[config.mk]
export PLATFORM = sky130hd
export DESIGN_NAME = tile_sequencer
export DESIGN_NICKNAME = d
export VERILOG_FILES = /design/src/rtl/tile_sequencer.sv
export SDC_FILE = /design/constraint.sdc
export NUM_CORES = 1
export LEC_CHECK = 0
export BUFFER_PORTS_ARGS = -buffer_cell sky130_fd_sc_hd__clkbuf_2
export CORE_ASPECT_RATIO = 0.5
export CORE_MARGIN = 1
export CORE_UTILIZATION = 40
export CTS_BUF_LIST = sky130_fd_sc_hd__clkbuf_8 sky130_fd_sc_hd__clkbuf_16
export CTS_CLUSTER_DIAMETER = 200
export DETAILED_ROUTE_END_ITERATION = 10
export MAX_ROUTING_LAYER = met4
export PLACE_DENSITY = 0.61
export SYNTH_ARGS = -nofsm -noshare
export SYNTH_HDL_FRONTEND = slang
export SYNTH_SLANG_ARGS = --single-unit
[constraint.sdc]
create_clock -name clk -period 2.2 [get_ports clk]
set_clock_uncertainty 0.05 [all_clocks]
set_input_delay 0.22 -clock clk [delete_from_list [all_inputs] [get_ports clk]]
set_output_delay 0.22 -clock clk [all_outputs]
set_load 0.03 [all_outputs]
[src/rtl/tile_sequencer.sv]
// Tiled-GEMM sequencer: walks n (outer), k, m (inner) and issues weight-load, compute and
// drain requests, prefetching the next weight tile into a free buffer while compute runs.
module tile_sequencer #(
  parameter int SYS_ARR_ROWS = 8,
  parameter int SYS_ARR_COLS = 8,
  parameter int MAX_MAT_WH   = 128,
  parameter int NUM_WBUF     = 2,
  localparam int TW = $clog2(MAX_MAT_WH / SYS_ARR_ROWS),
  localparam int BW = (NUM_WBUF > 1) ? $clog2(NUM_WBUF) : 1
) (
  input  logic          clk,
  input  logic          reset,
  input  logic          start,
  input  logic [TW:0]   m_tiles,
  input  logic [TW:0]   k_tiles,
  input  logic [TW:0]   n_tiles,
  output logic          busy,
  output logic          done,
  output logic          err,
  output logic          wl_req,
  output logic [TW-1:0] wl_k,
  output logic [TW-1:0] wl_n,
  output logic [BW-1:0] wl_buf,
  input  logic          wl_ack,
  output logic          mm_req,
  output logic [TW-1:0] mm_m,
  output logic [TW-1:0] mm_k,
  output logic [BW-1:0] mm_buf,
  output logic          mm_clear,
  input  logic          mm_ack,
  output logic          dr_req,
  output logic [TW-1:0] dr_m,
  output logic [TW-1:0] dr_n,
  input  logic          dr_ack
);

  localparam int NB     = 1 << BW;
  localparam int MAXT_R = MAX_MAT_WH / SYS_ARR_ROWS;
  localparam int MAXT_C = MAX_MAT_WH / SYS_ARR_COLS;
  localparam int MAXT   = (MAXT_R < MAXT_C) ? MAXT_R : MAXT_C;
  localparam logic [TW:0] MAXT_V = (TW+1)'(MAXT);

  typedef enum logic [0:0] {L_IDLE, L_REQ} lstate_t;
  typedef enum logic [2:0] {C_IDLE, C_WAIT, C_MM, C_DRAIN, C_DONE} cstate_t;

  lstate_t       lst_q;
  cstate_t       cst_q;
  logic          busy_q, done_q, err_q;
  logic [TW:0]   m_cnt_q, k_cnt_q, n_cnt_q;
  logic [TW-1:0] lk_q, ln_q;
  logic          lmore_q;
  logic [BW-1:0] wr_ptr_q, rd_ptr_q;
  logic [NB-1:0] valid_q;
  logic [TW-1:0] cm_q, ck_q, cn_q;
  logic          wl_req_q, mm_req_q, dr_req_q, mm_clear_q;
  logic [TW-1:0] wl_k_q, wl_n_q, mm_m_q, mm_k_q, dr_m_q, dr_n_q;
  logic [BW-1:0] wl_buf_q, mm_buf_q;

  logic          wl_fire, mm_fire, dims_bad;
  logic [NB-1:0] set_mask, clr_mask, valid_d;

  function automatic logic is_last(input logic [TW-1:0] idx, input logic [TW:0] cnt);
    return ({1'b0, idx} + (TW+1)'(1)) == cnt;
  endfunction

  function automatic logic [BW-1:0] next_buf(input logic [BW-1:0] p);
    return (p == BW'(NUM_WBUF - 1)) ? '0 : p + BW'(1);
  endfunction

  // Loader sets and compute clears can hit different buffers in the same cycle.
  always_comb begin
    wl_fire  = wl_req_q & wl_ack;
    mm_fire  = mm_req_q & mm_ack;
    set_mask = wl_fire ? (NB'(1) << wr_ptr_q) : '0;
    clr_mask = (mm_fire && is_last(cm_q, m_cnt_q)) ? (NB'(1) << rd_ptr_q) : '0;
    valid_d  = (valid_q | set_mask) & ~clr_mask;
    dims_bad = (m_tiles == '0) || (m_tiles > MAXT_V) ||
               (k_tiles == '0) || (k_tiles > MAXT_V) ||
               (n_tiles == '0) || (n_tiles > MAXT_V);
  end

  always_ff @(posedge clk or negedge reset) begin
    if (!reset) begin
      lst_q      <= L_IDLE;
      cst_q      <= C_IDLE;
      busy_q     <= 1'b0;
      done_q     <= 1'b0;
      err_q      <= 1'b0;
      m_cnt_q    <= '0;
      k_cnt_q    <= '0;
      n_cnt_q    <= '0;
      lk_q       <= '0;
      ln_q       <= '0;
      lmore_q    <= 1'b0;
      wr_ptr_q   <= '0;
      rd_ptr_q   <= '0;
      valid_q    <= '0;
      cm_q       <= '0;
      ck_q       <= '0;
      cn_q       <= '0;
      wl_req_q   <= 1'b0;
      mm_req_q   <= 1'b0;
      dr_req_q   <= 1'b0;
      mm_clear_q <= 1'b0;
      wl_k_q     <= '0;
      wl_n_q     <= '0;
      wl_buf_q   <= '0;
      mm_m_q     <= '0;
      mm_k_q     <= '0;
      mm_buf_q   <= '0;
      dr_m_q     <= '0;
      dr_n_q     <= '0;
    end else begin
      valid_q <= valid_d;
      done_q  <= 1'b0;

      // Loader: one outstanding weight load, only into an empty buffer.
      case (lst_q)
        L_IDLE: begin
          if (lmore_q && !valid_q[wr_ptr_q]) begin
            wl_req_q <= 1'b1;
            wl_k_q   <= lk_q;
            wl_n_q   <= ln_q;
            wl_buf_q <= wr_ptr_q;
            lst_q    <= L_REQ;
          end
        end
        L_REQ: begin
          if (wl_ack) begin
            wl_req_q <= 1'b0;
            wr_ptr_q <= next_buf(wr_ptr_q);
            lst_q    <= L_IDLE;
            if (is_last(lk_q, k_cnt_q)) begin
              lk_q <= '0;
              if (is_last(ln_q, n_cnt_q)) lmore_q <= 1'b0;
              else                        ln_q    <= ln_q + TW'(1);
            end else begin
              lk_q <= lk_q + TW'(1);
            end
          end
        end
        default: lst_q <= L_IDLE;
      endcase

      case (cst_q)
        C_IDLE: begin
          if (start) begin
            if (dims_bad) begin
              err_q  <= 1'b1;
              done_q <= 1'b1;
              cst_q  <= C_DONE;
            end else begin
              err_q    <= 1'b0;
              busy_q   <= 1'b1;
              m_cnt_q  <= m_tiles;
              k_cnt_q  <= k_tiles;
              n_cnt_q  <= n_tiles;
              cm_q     <= '0;
              ck_q     <= '0;
              cn_q     <= '0;
              rd_ptr_q <= '0;
              wr_ptr_q <= '0;
              valid_q  <= '0;
              lk_q     <= '0;
              ln_q     <= '0;
              lmore_q  <= 1'b1;
              lst_q    <= L_IDLE;
              cst_q    <= C_WAIT;
            end
          end
        end
        C_WAIT: begin
          if (valid_q[rd_ptr_q]) cst_q <= C_MM;
        end
        C_MM: begin
          if (!mm_req_q) begin
            mm_req_q   <= 1'b1;
            mm_m_q     <= cm_q;
            mm_k_q     <= ck_q;
            mm_buf_q   <= rd_ptr_q;
            mm_clear_q <= (ck_q == '0);
          end else if (mm_ack) begin
            mm_req_q   <= 1'b0;
            mm_clear_q <= 1'b0;
            if (is_last(cm_q, m_cnt_q)) begin
              cm_q     <= '0;
              rd_ptr_q <= next_buf(rd_ptr_q);
              if (is_last(ck_q, k_cnt_q)) begin
                cst_q <= C_DRAIN;
              end else begin
                ck_q  <= ck_q + TW'(1);
                cst_q <= C_WAIT;
              end
            end else begin
              cm_q <= cm_q + TW'(1);
            end
          end
        end
        C_DRAIN: begin
          if (!dr_req_q) begin
            dr_req_q <= 1'b1;
            dr_m_q   <= cm_q;
            dr_n_q   <= cn_q;
          end else if (dr_ack) begin
            dr_req_q <= 1'b0;
            if (is_last(cm_q, m_cnt_q)) begin
              cm_q <= '0;
              if (is_last(cn_q, n_cnt_q)) begin
                done_q <= 1'b1;
                busy_q <= 1'b0;
                cst_q  <= C_DONE;
              end else begin
                cn_q  <= cn_q + TW'(1);
                ck_q  <= '0;
                cst_q <= C_WAIT;
              end
            end else begin
              cm_q <= cm_q + TW'(1);
            end
          end
        end
        C_DONE:  cst_q <= C_IDLE;
        default: cst_q <= C_IDLE;
      endcase
    end
  end

  assign busy     = busy_q;
  assign done     = done_q;
  assign err      = err_q;
  assign wl_req   = wl_req_q;
  assign wl_k     = wl_k_q;
  assign wl_n     = wl_n_q;
  assign wl_buf   = wl_buf_q;
  assign mm_req   = mm_req_q;
  assign mm_m     = mm_m_q;
  assign mm_k     = mm_k_q;
  assign mm_buf   = mm_buf_q;
  assign mm_clear = mm_clear_q;
  assign dr_req   = dr_req_q;
  assign dr_m     = dr_m_q;
  assign dr_n     = dr_n_q;

endmodule

==> results by group <==
Global route
  – Pin count of the biggest net entering global routing: 78
  – First-pass GRT wire length: 14.6 mm
  – Initial antenna violation count: 0
  – GR Util All Layers: 0.192
  – Overflow after GRT: 0
  – Vias in the first global route: 2831

STA
  – Total negative slack: -0.0376 ns
  – Final worst slack: -0.0259 ns
  – Final Cycle Share: 1.01
  – Minimum clock period: 2.23 ns
  – Slew @ Worst Pin: 0.432 ns
  – Final setup fails: 2
  – RSZ-0062 raised after global routing: yes
  – Achievable Freq: 449 MHz
  – Relative slew slack: 0.709
  – Final hold vios: 0
  – Hold slack: 0.0443 ns
  – Max Slew Vio Count: 0

Logic synthesis
  – Area leader, netlist: dfrtp_1
  – Mean Syn Cell Area: 10.4 µm²
  – Number of synthesized flops with an enable pin: 0
  – Async S/R FF share, synth: 1.00
  – Cells after synthesis: 380
  – Number of synthesized register bits: 77
  – Ys Warns: 0
  – Post-synthesis sequential area ratio: 0.486
  – Largest cells by area after synthesis: dfrtp_1 (49%), mux2_2 (7.4%), nand2_1 (6.0%)
  – Net Count, Synth: 407
  – Mapped cell area: 3960 µm²
  – Top FF cell, synth: dfrtp_1
  – Top cell type's share of synthesized area: 0.486
  – Post-synth cell types: 58

Run status
  – Status: finished, violations left
  – Failing checks: negative setup slack

Clocking
  – Root Buffer: clkbuf_16
  – CTS max path bufs: 2
  – CTS tree: built
  – Sink Count: 77
  – Clock-pin slew on the worst setup and hold paths: 0.06 ns
  – CTS HTree Levels: 3
  – Worst skew pair latency: 0.34 ns
  – CTS buffer count: 9

Critical path
  – Startpoint types: flop
  – Critical path type: reg2reg
  – Worst Setup End Kind: flop
  – WP data arrival: 2.41 ns
  – Worst-path fanout max: 5
  – CP Data Required Time: 2.38 ns

Power and ir drop
  – Pwr per Cell Area: 1380 nW/µm²
  – Peak supply drop: 0.605 mV
  – Pleak: 2.41 nW

Cells and area
  – Layout fillers: 890
  – Reg area: 1930 µm²
  – ANT cells: 0
  – Top Registers: k_cnt_q (5), m_cnt_q (5), n_cnt_q (5)
  – Area of the multi-input gates: 2010 µm²
  – Final nets: 499
  – Area Overhead vs Synth: 27.7%
  – Share of cells above drive strength 1: 0.335

Floorplan
  – Top Ports: 54
  – DIE AREA: 10300 µm²
  – Initial Utilization: 0.415
  – Row cnt: 25
  – Core ar.: 9540 µm²
  – Die W: 143 µm
  – Die height: 72.4 µm

Detailed routing
  – DR pass1 iterations: 4
  – DR DRC count: 0
  – DR vias: 3096
  – Post-route ant nets: 0
  – 1st-iter DRT viols: 183
  – Mean routed wirelength per cell: 14.4 µm
  – Final wirelength: 8.83 mm
  – Drt via density: 5.06

Place
  – Routability Congestion: 0.853
  – Final HPWL DP: 6.39 mm
  – IO Port Bufs: 53

Flow run
  – Max-cap viol count: 0

Hold path
  – Hold crit path type: in2reg
-- routing by layer --
metal	track usage	vias up	routed length (µm)
met5	-	-	0
li1	-	1534	-
met2	0.265	56	3890
met3	0.0568	8	404
met1	0.271	1498	4500
met4	0.0478	0	39
-- cell type report --
class	instances	share of cell area
clock buffers	12	0.0527
clock inverters	4	0.00890
inverters	14	0.0104
multi-input cells	278	0.397
flip-flops and latches	77	0.381
well taps	135	0.0334
repair buffers	92	0.116
-- where the power goes --
group | switching (mW) | leakage [nW] | internal, mW
clock network | 0.572 | 0.158 | 0.965
logic | 1.74 | 1.25 | 1.36
registers | 0.438 | 0.997 | 1.89
total | 2.75 | 2.41 | 4.21
-- worst max-delay path: stages (launching register included) --
cell      delay [ns]
dfrtp_1         0.41
ha_4            0.25
xor2_1          0.16
a311oi_2        0.26
o311ai_4        0.20
o31a_4          0.34
or2_4           0.26
o41ai_2         0.20
-- synthesized netlist by cell type, drive strengths merged (2+ instances only) --
library cell	instances
o22ai	3
or3	3
dfrtp	77
nor3	6
a21oi	10
a21boi	2
nand2b	4
ha	6
xnor2	21
buf	6
nand3	14
and2	2
a22o	2
clkbuf	5
and2b	4
a211oi	3
mux2	26
nand3b	3
nor2	20
and3	4
a211o	2
nand4	3
o31ai	7
a2111oi	3
xor2	8
nand2	63
o41ai	3
a311oi	3
a31oi	5
nor2b	5
nor3b	2
inv	14
nor4	3
o2bb2ai	4
o2111ai	2
o21ai	15
mux2i	6
-- cell families (layout without fill, tap and decap cells) --
| group | after synthesis | after routing | share of synthesized area |
|---|---|---|---|
| AOI/OAI and AO/OA | 71 | 71 | 0.144 |
| xor gates and xnor gates | 29 | 29 | 0.0641 |
| adders and majority gates | 7 | 7 | 0.0215 |
| buffers and inverters | 25 | 122 | 0.0265 |
| DFF | 77 | 77 | 0.486 |
| muxes | 32 | 32 | 0.0890 |
| and+or+nand+nor | 139 | 139 | 0.169 |
-- cells in the final DEF, fill, tap and decap left out, types with 12 or more instances in the layout --
cell and instances:
buf_4 37, clkbuf_2 52, dfrtp_1 76, inv_1 14, mux2_2 26, nand2_1 63
nand3_1 14, nor2_1 20, o21ai_0 12, xnor2_1 21
-- stage by stage --
step	instance area, µm²	std cells	util	setup slack [ns]	power, mW
after floorplan	3980	380	-	0.00777	4.38
after global placement	4660	594	0.489	-0.0185	5.33
after CTS	5010	611	0.525	-0.0279	6.96
final	5060	612	0.530	-0.0259	6.97
after detailed placement	4660	594	0.489	-0.126	5.38
after global routing	5060	612	0.530	-0.123	7.47
-- final timing paths --
path / slack (ns) / to / start / cells past startpoint
min in group asynchronous: 0.39 / k_cnt_q[4] / reset / 3
worst max register to register: -0.03 / cn_q[3] / cm_q[1] / 7
worst max-delay path: -0.03 / cn_q[3] / cm_q[1] / 7
worst min-delay path: 0.04 / m_cnt_q[3] / m_tiles[3] / 3
worst min register to register: 0.45 / m_cnt_q[0] / m_cnt_q[0] / 2
max in group asynchronous: 1.35 / k_cnt_q[2] / reset / 3
-- timing repair --
item,4_1_cts,5_1_grt
pin swaps,0,4
hold buffers,1,0
resized for setup,5,12
endpoints found under the hold margin,77,0
setup endpoints to repair,4,16
setup buffers,0,1
(Power assumes the default switching activity.)
